===== config.mk =====
export PLATFORM = sky130hd
export DESIGN_NAME = lane_mask_iterator_flat
export DESIGN_NICKNAME = d
export VERILOG_FILES = /design/src/rtl/lane_mask_iterator_if.sv /design/src/rtl/lane_mask_iterator.sv /design/src/flat_wrapper.sv
export SDC_FILE = /design/constraint.sdc
export NUM_CORES = 1
export LEC_CHECK = 0
export BUFFER_PORTS_ARGS = -buffer_cell sky130_fd_sc_hd__buf_2
export CORE_ASPECT_RATIO = 0.5
export CORE_MARGIN = 2
export CORE_UTILIZATION = 42
export DETAILED_ROUTE_END_ITERATION = 8
export PLACE_DENSITY = 0.66
export SETUP_SLACK_MARGIN = 0.4
export SYNTH_ARGS = -nofsm -noshare
export SYNTH_HDL_FRONTEND = slang
export SYNTH_SLANG_ARGS = --single-unit

===== constraint.sdc =====
create_clock -name clk -period 3.46 [get_ports clk]
set_input_delay 0.692 -clock clk [delete_from_list [all_inputs] [get_ports clk]]
set_output_delay 0.692 -clock clk [all_outputs]
set_load 0.05 [all_outputs]

===== src/rtl/lane_mask_iterator_if.sv =====
// Handshake bundle for lane_mask_iterator: mask input channel, index output
// channel and the busy status flag.
//
// Valid/ready rule for both channels: the producer raises valid with stable
// payload, a transfer happens on every rising clock edge where valid && ready
// are both high, and the producer may not drop valid or change the payload
// until that transfer has happened.
interface lane_mask_iterator_if #(
    parameter int W     = 32,
    parameter int W_IDX = $clog2(W),
    parameter int W_TAG = 8
);
    logic             in_valid;
    logic             in_ready;
    logic [W-1:0]     in_mask;
    logic [W_TAG-1:0] in_tag;
    logic             out_valid;
    logic             out_ready;
    logic [W_IDX-1:0] out_idx;
    logic [W_TAG-1:0] out_tag;
    logic             out_last;
    logic             busy;

    // Environment side: offers masks and consumes indices.
    modport master (
        output in_valid, in_mask, in_tag, out_ready,
        input  in_ready, out_valid, out_idx, out_tag, out_last, busy
    );

    // Iterator side.
    modport slave (
        input  in_valid, in_mask, in_tag, out_ready,
        output in_ready, out_valid, out_idx, out_tag, out_last, busy
    );
endinterface


===== src/rtl/lane_mask_iterator.sv =====
// Serialises a lane bitmask into a stream of lane indices, lowest set bit
// first, one index per cycle. A new mask can be taken on the same edge that
// retires the last index of the previous one, so masks stream back to back.
module lane_mask_iterator #(
    parameter int W     = 32,
    parameter int W_IDX = $clog2(W),
    parameter int W_TAG = 8
) (
    input logic                 clk,
    input logic                 reset,
    lane_mask_iterator_if.slave bus
);

    typedef enum logic {
        IDLE = 1'b0,
        ITER = 1'b1
    } state_t;

    state_t           state_r;
    state_t           state_nxt;
    logic [W-1:0]     mask_r;
    logic [W-1:0]     mask_nxt;
    logic [W_TAG-1:0] tag_r;
    logic [W_TAG-1:0] tag_nxt;

    logic [W-1:0]     mask_rest;
    logic             is_last;
    logic             out_valid;
    logic             out_fire;
    logic             in_ready;
    logic             in_fire;

    // Index of the lowest set bit; zero for an all-zero mask.
    function automatic logic [W_IDX-1:0] ctz(input logic [W-1:0] m);
        logic [W_IDX-1:0] r;
        r = '0;
        for (int i = W - 1; i >= 0; i--) begin
            if (m[i]) r = W_IDX'(i);
        end
        return r;
    endfunction

    // Remaining mask once the current lowest bit has been emitted.
    assign mask_rest = mask_r & (mask_r - W'(1));
    assign is_last   = (mask_rest == '0);

    // Outputs are forced quiet while reset is held so nothing downstream
    // sees a beat from a mask that is being dropped.
    assign out_valid = (state_r == ITER) && !reset;
    assign out_fire  = out_valid && bus.out_ready;
    assign in_ready  = !reset && ((state_r == IDLE) || (out_fire && is_last));
    assign in_fire   = bus.in_valid && in_ready;

    assign bus.out_valid = out_valid;
    assign bus.in_ready  = in_ready;
    assign bus.busy      = out_valid;
    assign bus.out_idx   = out_valid ? ctz(mask_r) : '0;
    assign bus.out_tag   = out_valid ? tag_r : '0;
    assign bus.out_last  = out_valid && is_last;

    // Next-state: retire one bit per handshake, reload on accept.
    always_comb begin
        state_nxt = state_r;
        mask_nxt  = mask_r;
        tag_nxt   = tag_r;
        if (out_fire) begin
            mask_nxt = mask_rest;
            if (is_last) state_nxt = IDLE;
        end
        if (in_fire) begin
            if (bus.in_mask != '0) begin
                mask_nxt  = bus.in_mask;
                tag_nxt   = bus.in_tag;
                state_nxt = ITER;
            end else begin
                // An empty mask has nothing to emit and is simply consumed.
                state_nxt = IDLE;
            end
        end
    end

    // State and payload registers with synchronous reset.
    always_ff @(posedge clk) begin
        if (reset) begin
            state_r <= IDLE;
            mask_r  <= '0;
            tag_r   <= '0;
        end else begin
            state_r <= state_nxt;
            mask_r  <= mask_nxt;
            tag_r   <= tag_nxt;
        end
    end

endmodule


===== src/flat_wrapper.sv =====
// flat-port wrapper written by rule: the top's interface ports become plain ports
module lane_mask_iterator_flat 
#(
    parameter int W     = 32,
    parameter int W_IDX = $clog2(W),
    parameter int W_TAG = 8
)
  (clk, reset, bus_in_valid, bus_in_mask, bus_in_tag, bus_out_ready, bus_in_ready, bus_out_valid, bus_out_idx, bus_out_tag, bus_out_last, bus_busy);
  lane_mask_iterator_if #(.W(W), .W_IDX(W_IDX), .W_TAG(W_TAG)) bus_i ();
  input logic clk;
  input logic reset;
  input wire logic [$bits(bus_i.in_valid)-1:0] bus_in_valid;
  input wire logic [$bits(bus_i.in_mask)-1:0] bus_in_mask;
  input wire logic [$bits(bus_i.in_tag)-1:0] bus_in_tag;
  input wire logic [$bits(bus_i.out_ready)-1:0] bus_out_ready;
  output wire logic [$bits(bus_i.in_ready)-1:0] bus_in_ready;
  output wire logic [$bits(bus_i.out_valid)-1:0] bus_out_valid;
  output wire logic [$bits(bus_i.out_idx)-1:0] bus_out_idx;
  output wire logic [$bits(bus_i.out_tag)-1:0] bus_out_tag;
  output wire logic [$bits(bus_i.out_last)-1:0] bus_out_last;
  output wire logic [$bits(bus_i.busy)-1:0] bus_busy;
  assign bus_i.in_valid = bus_in_valid;
  assign bus_i.in_mask = bus_in_mask;
  assign bus_i.in_tag = bus_in_tag;
  assign bus_i.out_ready = bus_out_ready;
  assign bus_in_ready = bus_i.in_ready;
  assign bus_out_valid = bus_i.out_valid;
  assign bus_out_idx = bus_i.out_idx;
  assign bus_out_tag = bus_i.out_tag;
  assign bus_out_last = bus_i.out_last;
  assign bus_busy = bus_i.busy;
  lane_mask_iterator #(.W(W), .W_IDX(W_IDX), .W_TAG(W_TAG)) u_core (.clk(clk), .reset(reset), .bus(bus_i));
endmodule

==> out/summary.txt, run 1 <==
Initial antenna violation count: 0
Area Growth Syn to Fin: 58.6%
EDFF count, synth: 0
Number of iterations in the first detailed-routing pass: 6
Xor and xnor fraction of the mapped netlist area: 0%
Wire length of the first global-routing pass: 16,300 microns
Biggest fanout along the worst timing path: 6
I/O pins: 61
Area used by multi-input combinational logic: 2020 sq um
Routed via count: 3,549
Die H: 61.4 microns
CP required: 2.77 ns
Clock sink count: 41
Mean number of vias per cell: 6.14
Count of hold buffers inserted by post-cts repair: 0
Area fraction in compound gates after synthesis: 24.3%
Highest-count cells in the layout ignoring fill and taps: 57 x sky130_fd_sc_hd__buf_2, 49 x sky130_fd_sc_hd__nor2_1, 45 x sky130_fd_sc_hd__buf_4
Relative contribution of combinational cells to total power: 40.9%
Kind of capture point of the worst setup path: output pin
Number of pins with negative max-slew slack in the final report: 0
Number of placement rows: 20
Core Box Area: 6210 sq um
Clock skew: 0.00606 ns
Largest net degree at the start of global routing: 50
Worst-case vdd ir drop: 0.230 mV
Internal power contribution: 0.00121 W
Avg Synthesized Cell Area: 7.53 sq um
HP Class: reg2reg
Final worst setup slack: -0.118 ns
Hold Fails Final Rpt: 0
Static leakage: 1.80 nW
Sequential standard cell area: 852 sq um
Share of synthesized cell area in and, or, nand and nor gates: 32.9%
Synth cell types: 54
Crit path kind: reg2out
Flop pwr share: 29.5%
Final period demand of the worst path: 3.58 ns
Area share of the leading cell type in the synthesized netlist: 29.7%
Post-synthesis mux area share: 5.79%
Cells after synthesis: 367
Power density over the cells: 417 nW/um^2
Switching power: 0.000622 W
Cells after DPL: 522
Horizontal die dimension: 119 microns
Proportion of synthesized chip area in sequential cells: 29.7%
Predominant post-synthesis flop cell: sky130_fd_sc_hd__dfxtp_1
Final core utilization: 70.7%
DIE AREA: 7290 sq um
Gpl congestion: 0.928
Top cells by area, synth: sky130_fd_sc_hd__dfxtp_1 30%, sky130_fd_sc_hd__nor2_1 6.7%, sky130_fd_sc_hd__mux2i_1 5.8%
Max Clk Rate: 280 MHz
Share of synthesized flip-flops with an asynchronous set or reset: 0%
Total standard cell area after synthesis: 2770 sq um
Slew at the pin with the worst max-slew slack: 0.743 ns
Via count of the first global-routing pass: 3,232
Root Buffer Master: sky130_fd_sc_hd__clkbuf_16
Number of max-cap violations: 0
Number of inserted diodes: 0
Starting utilization of the core area: 44.6%
Number of inserted filler cells in the final layout: 473
Clock power share: 29.6%
Clk slew on worst S/H paths: 0.06 ns
DPL Wire Length: 6760 microns
Worst-Skew Late Latency: 0.29 ns
Syn Nets: 411
Worst path arrival time: 2.89 ns
Post-Synth Adder-Cell Area: 0.362%
Switching Fraction: 34.0%
Endpoints failing setup: 41
RSZ-0062 raised after global routing: yes
Run status: finished, violations left
GRT Resource Usage Total: 29.1%
Detail Route Antenna Nets: 0
Starting DRT DRC Count: 393
Slew margin rel.: 49.2%
Number of nets at the end of the flow: 533
Number of buffers inserted during clock tree synthesis: 5
DRC: 0
Register bit count reported by yosys: 41
Setup crit start kind: register
Leading cell type in the layout, fill and taps excluded: sky130_fd_sc_hd__buf_2
Remaining Overflow, GRT: 0
Portion of the clock cycle consumed by the worst path in the final layout: 103%
Fraction of layout instances using a drive strength above 1: 44.5%
CTS tree: yes
Overall routed net length: 11,500 microns
Synth area leader: sky130_fd_sc_hd__dfxtp_1
Warning count from the yosys run: 0
Maximum root-to-sink buffer count: 2
Layout Cells excl Fill: 578
Average detailed-routed wire length per instance: 19.9 microns
# port buffers: 60
Dominant combinational cell family by area after synthesis: simple AND/OR/NAND/NOR gates
Number of H-tree branching levels: 2
Violated checks: negative setup slack
==> power by group through the flow <==
stage / sequential (W) / combinational (W) / clock (W)
6_report: 0.000539 / 0.000748 / 0.000542
5_1_grt: 0.000542 / 0.000782 / 0.000568
4_1_cts: 0.000533 / 0.000629 / 0.000547
3_5_place_dp: 0.000545 / 0.000479 / 0
3_3_place_gp: 0.000543 / 0.000473 / 0
2_1_floorplan: 0.000537 / 0.000327 / 0
==> worst max-delay path, cell delays in order, from the launching register on <==
cell                       delay, ns
sky130_fd_sc_hd__dfxtp_1        0.38
sky130_fd_sc_hd__or4_4          0.60
sky130_fd_sc_hd__nor2_1         0.24
sky130_fd_sc_hd__nand3_2        0.19
sky130_fd_sc_hd__a211oi_2       0.38
sky130_fd_sc_hd__o21ai_2        0.11
sky130_fd_sc_hd__nor3_2         0.21
sky130_fd_sc_hd__nand2_1        0.13
sky130_fd_sc_hd__a21oi_4        0.16
sky130_fd_sc_hd__buf_6          0.18
==> metal layers <==
metal | up-vias | share of wire (%) | track usage [%]
met4 | 0 | 4.7 | 10.5
li1 | 1613 | - | -
met1 | 1656 | 41 | 37.3
met2 | 228 | 44 | 49.3
met5 | - | 0 | 0
met3 | 52 | 9.5 | 7.41
==> Yosys cell counts (3+ instances only) <==
cell,count
sky130_fd_sc_hd__a211oi_1,6
sky130_fd_sc_hd__a21oi_1,29
sky130_fd_sc_hd__a31oi_1,6
sky130_fd_sc_hd__and2_1,9
sky130_fd_sc_hd__buf_2,3
sky130_fd_sc_hd__buf_4,4
sky130_fd_sc_hd__clkbuf_1,15
sky130_fd_sc_hd__dfxtp_1,41
sky130_fd_sc_hd__inv_1,13
sky130_fd_sc_hd__mux2i_1,16
sky130_fd_sc_hd__nand2_1,27
sky130_fd_sc_hd__nand3_1,4
sky130_fd_sc_hd__nand3b_1,12
sky130_fd_sc_hd__nand4_1,7
sky130_fd_sc_hd__nor2_1,49
sky130_fd_sc_hd__nor3_1,13
sky130_fd_sc_hd__nor4_1,17
sky130_fd_sc_hd__o211ai_1,3
sky130_fd_sc_hd__o21ai_0,20
sky130_fd_sc_hd__o31a_1,4
sky130_fd_sc_hd__o31ai_1,7
sky130_fd_sc_hd__o41ai_1,6
sky130_fd_sc_hd__or2_2,9
sky130_fd_sc_hd__or3_1,4
sky130_fd_sc_hd__or4_1,6
==> cell type report <==
class / count / share of cell area (%)
Clock buffer: 6 / 2.94
Clock inverter: 2 / 0.884
Inverter: 13 / 1.11
Multi-Input combinational cell: 287 / 46.1
Sequential cell: 41 / 19.4
Tap cell: 88 / 2.51
Timing Repair Buffer: 141 / 27.0
==> state kept, by name, indices dropped and copies added, names as in the netlist <==
name	count
u_core.tag_r	8
u_core.mask_r	32
u_core.state_r	1
==> final timing paths <==
check | start | to | slack [ns] | depth (start not counted)
setup / recovery | u_core.mask_r[23] | bus_in_ready | -0.12 | 9
hold / removal | u_core.tag_r[2] | u_core.tag_r[2] | 0.49 | 2
setup reg to reg | u_core.mask_r[17] | u_core.mask_r[28] | -0.10 | 21
hold reg to reg | u_core.tag_r[2] | u_core.tag_r[2] | 0.49 | 2
==> per-stage QoR <==
stage	setup slack [ns]	area (sq um)	hold slack [ns]	TNS (ns)	power, W
2_1_floorplan	0.138	2850	0.452	0	0.000864
3_3_place_gp	0.0832	3380	0.465	0	0.00102
3_5_place_dp	-0.0443	3380	0.478	-0.0443	0.00102
4_1_cts	0.00628	4090	0.497	0	0.00171
5_1_grt	-0.217	4390	0.518	-6.66	0.00189
6_report	-0.118	4390	0.494	-2.64	0.00183
==> cell families after synthesis <==
group | Yosys count
compound gates | 101
fa+ha+maj | 1
buf+inv | 39
flops | 41
mux | 16
simple gates | 169
==> timing repair <==
action                     in CTS  in global routing
pin swaps                      15                 26
setup buffers                  39                  3
gates resized for setup        43                 56
cloned                          4                  2
setup endpoints to repair      32                 44
hold endpoints to repair        0                  0
No activity file was read; power rests on OpenSTA's default activity.
==> inputs of run 2 (changes only) <==
--- a/config.mk
+++ b/config.mk
@@ -5,7 +5,7 @@
 export SDC_FILE = /design/constraint.sdc
 export NUM_CORES = 1
 export LEC_CHECK = 0
-export BUFFER_PORTS_ARGS = -buffer_cell sky130_fd_sc_hd__buf_2
+export BUFFER_PORTS_ARGS = -buffer_cell sky130_fd_sc_hd__buf_4
 export CORE_ASPECT_RATIO = 0.5
 export CORE_MARGIN = 2
 export CORE_UTILIZATION = 42
==> constraint.sdc (replaced) <==
create_clock -name clk -period 4 [get_ports clk]
set_input_delay 0.8 -clock clk [delete_from_list [all_inputs] [get_ports clk]]
set_output_delay 0.8 -clock clk [all_outputs]
set_load 0.05 [all_outputs]
==> out/summary.txt, run 2 (synthesis gave the netlist of run 1 again) <==
Via count of the first global-routing pass: 2,905
Placement-stage worst setup slack: 0.233 ns
Power density over the cells: 373 nW/um^2
Initial antenna violation count: 0
CTS tree: yes
Number of H-tree branching levels: 2
Worst-Skew Late Latency: 0.29 ns
Worst Reg-to-Reg Cells: 10
Number of placement rows: 20
Average detailed-routed wire length per instance: 17.0 microns
Root Buffer Master: sky130_fd_sc_hd__clkbuf_16
Highest-count cells in the layout ignoring fill and taps: 79 x sky130_fd_sc_hd__buf_4, 49 x sky130_fd_sc_hd__nor2_1, 37 x sky130_fd_sc_hd__dfxtp_1
DRC: 0
Sum of negative setup slack: 0 ns
HP Class: reg2reg
Gpl congestion: 0.959
Hold Path Depth: 2
Slew margin rel.: 47.2%
Number of inserted diodes: 0
Number of max-cap violations: 0
I/O pins: 61
Worst-case vdd ir drop: 0.161 mV
Max Clk Rate: 274 MHz
Run status: complete, no violations
DPL Wire Length: 6420 microns
# port buffers: 60
Fraction of layout instances using a drive strength above 1: 29.3%
Number of iterations in the first detailed-routing pass: 5
Kind of capture point of the worst setup path: output pin
Starting utilization of the core area: 44.6%
Slew at the pin with the worst max-slew slack: 0.772 ns
Setup crit start kind: register
Wire length of the first global-routing pass: 14,500 microns
Final period demand of the worst path: 3.64 ns
Endpoints failing setup: 0
Mean number of vias per cell: 5.99
Count of hold buffers inserted by post-cts repair: 0
Clk slew on worst S/H paths: 0.06 ns
RSZ-0062 raised after global routing: yes
Number of nets at the end of the flow: 474
Final core utilization: 59.0%
Crit path kind: reg2out
Hold Fails Final Rpt: 0
Core Box Area: 6210 sq um
Starting DRT DRC Count: 307
Total power of the final layout: 0.00136 W
Worst path arrival time: 2.84 ns
CP required: 3.20 ns
Biggest regs: u_core.mask_r x32, u_core.tag_r x8, u_core.state_r x1
GRT Resource Usage Total: 25.4%
Clock skew: 0.00574 ns
Maximum root-to-sink buffer count: 2
Number of buffers inserted during clock tree synthesis: 5
Number of pins with negative max-slew slack in the final report: 0
Horizontal die dimension: 119 microns
DIE AREA: 7290 sq um
Static leakage: 1.42 nW
Overall routed net length: 8820 microns
Area Growth Syn to Fin: 32.4%
Largest net degree at the start of global routing: 51
Die H: 61.4 microns
Remaining Overflow, GRT: 0
Number of flip-flops under the largest register name: 32
Detail Route Antenna Nets: 0
Number of inserted filler cells in the final layout: 630
Routed via count: 3,102
Portion of the clock cycle consumed by the worst path in the final layout: 91.1%
Biggest fanout along the worst timing path: 7
Leading cell type in the layout, fill and taps excluded: sky130_fd_sc_hd__buf_4
Worst hold margin: 0.484 ns
Final worst setup slack: 0.356 ns
Biggest register: u_core.mask_r
Clock sink count: 41
run 2: worst paths after layout:
kind / from / end / slack (ns)
setup / recovery: u_core.mask_r[6] / bus_in_ready / 0.36
hold reg to reg: u_core.tag_r[1] / u_core.tag_r[1] / 0.48
hold / removal: u_core.tag_r[1] / u_core.tag_r[1] / 0.48
setup reg to reg: u_core.mask_r[18] / u_core.tag_r[6] / 0.86
run 2: layer usage:
layer  vias up  track usage [%]  share of wire (%)
met5         -                0                  0
met4         0             6.12                1.3
met3        17             7.59                 10
met2       151             39.7                 43
met1      1446             35.0                 46
li1       1488                -                  -
run 2: critical path: stages, from the launching register on:
cell and delay, ns:
sky130_fd_sc_hd__dfxtp_1 0.39, sky130_fd_sc_hd__or4_1 0.65, sky130_fd_sc_hd__nor3_2 0.22, sky130_fd_sc_hd__nand3_1 0.23, sky130_fd_sc_hd__a211oi_2 0.31, sky130_fd_sc_hd__o21ai_1 0.14, sky130_fd_sc_hd__nor3_2 0.20, sky130_fd_sc_hd__nand2_1 0.11
sky130_fd_sc_hd__a21oi_4 0.13, sky130_fd_sc_hd__buf_6 0.17
run 2: layout make-up:
type	count	area (sq um)	share of cell area, %
clock inverter	2	35.0	0.957
multi-input combinational	287	1870	51.0
timing repair buffer	82	644	17.6
inverter	13	48.8	1.33
clock buffer	5	125	3.42
tap	88	110	3.01
sequential	41	828	22.6
run 2: timing repair:
item / CTS / global route
buffers inserted: 8 / 4
pin swaps: 8 / 2
endpoints found under the setup margin: 2 / 2
gates resized for setup: 15 / 8
hold endpoints to repair: 0 / 0
run 2: through the flow:
step	instance area [sq um]	instances
floorplan	2790	367
global placement	3310	499
detailed placement	3310	499
CTS	3580	514
global route	3660	518
finish	3660	518
run 2: power by group:
group | internal (W) | switching (W) | total [W]
logic | 0.000194 | 0.000237 | 0.000431
registers | 0.000435 | 0.0000454 | 0.000481
clock network | 0.000290 | 0.000162 | 0.000452
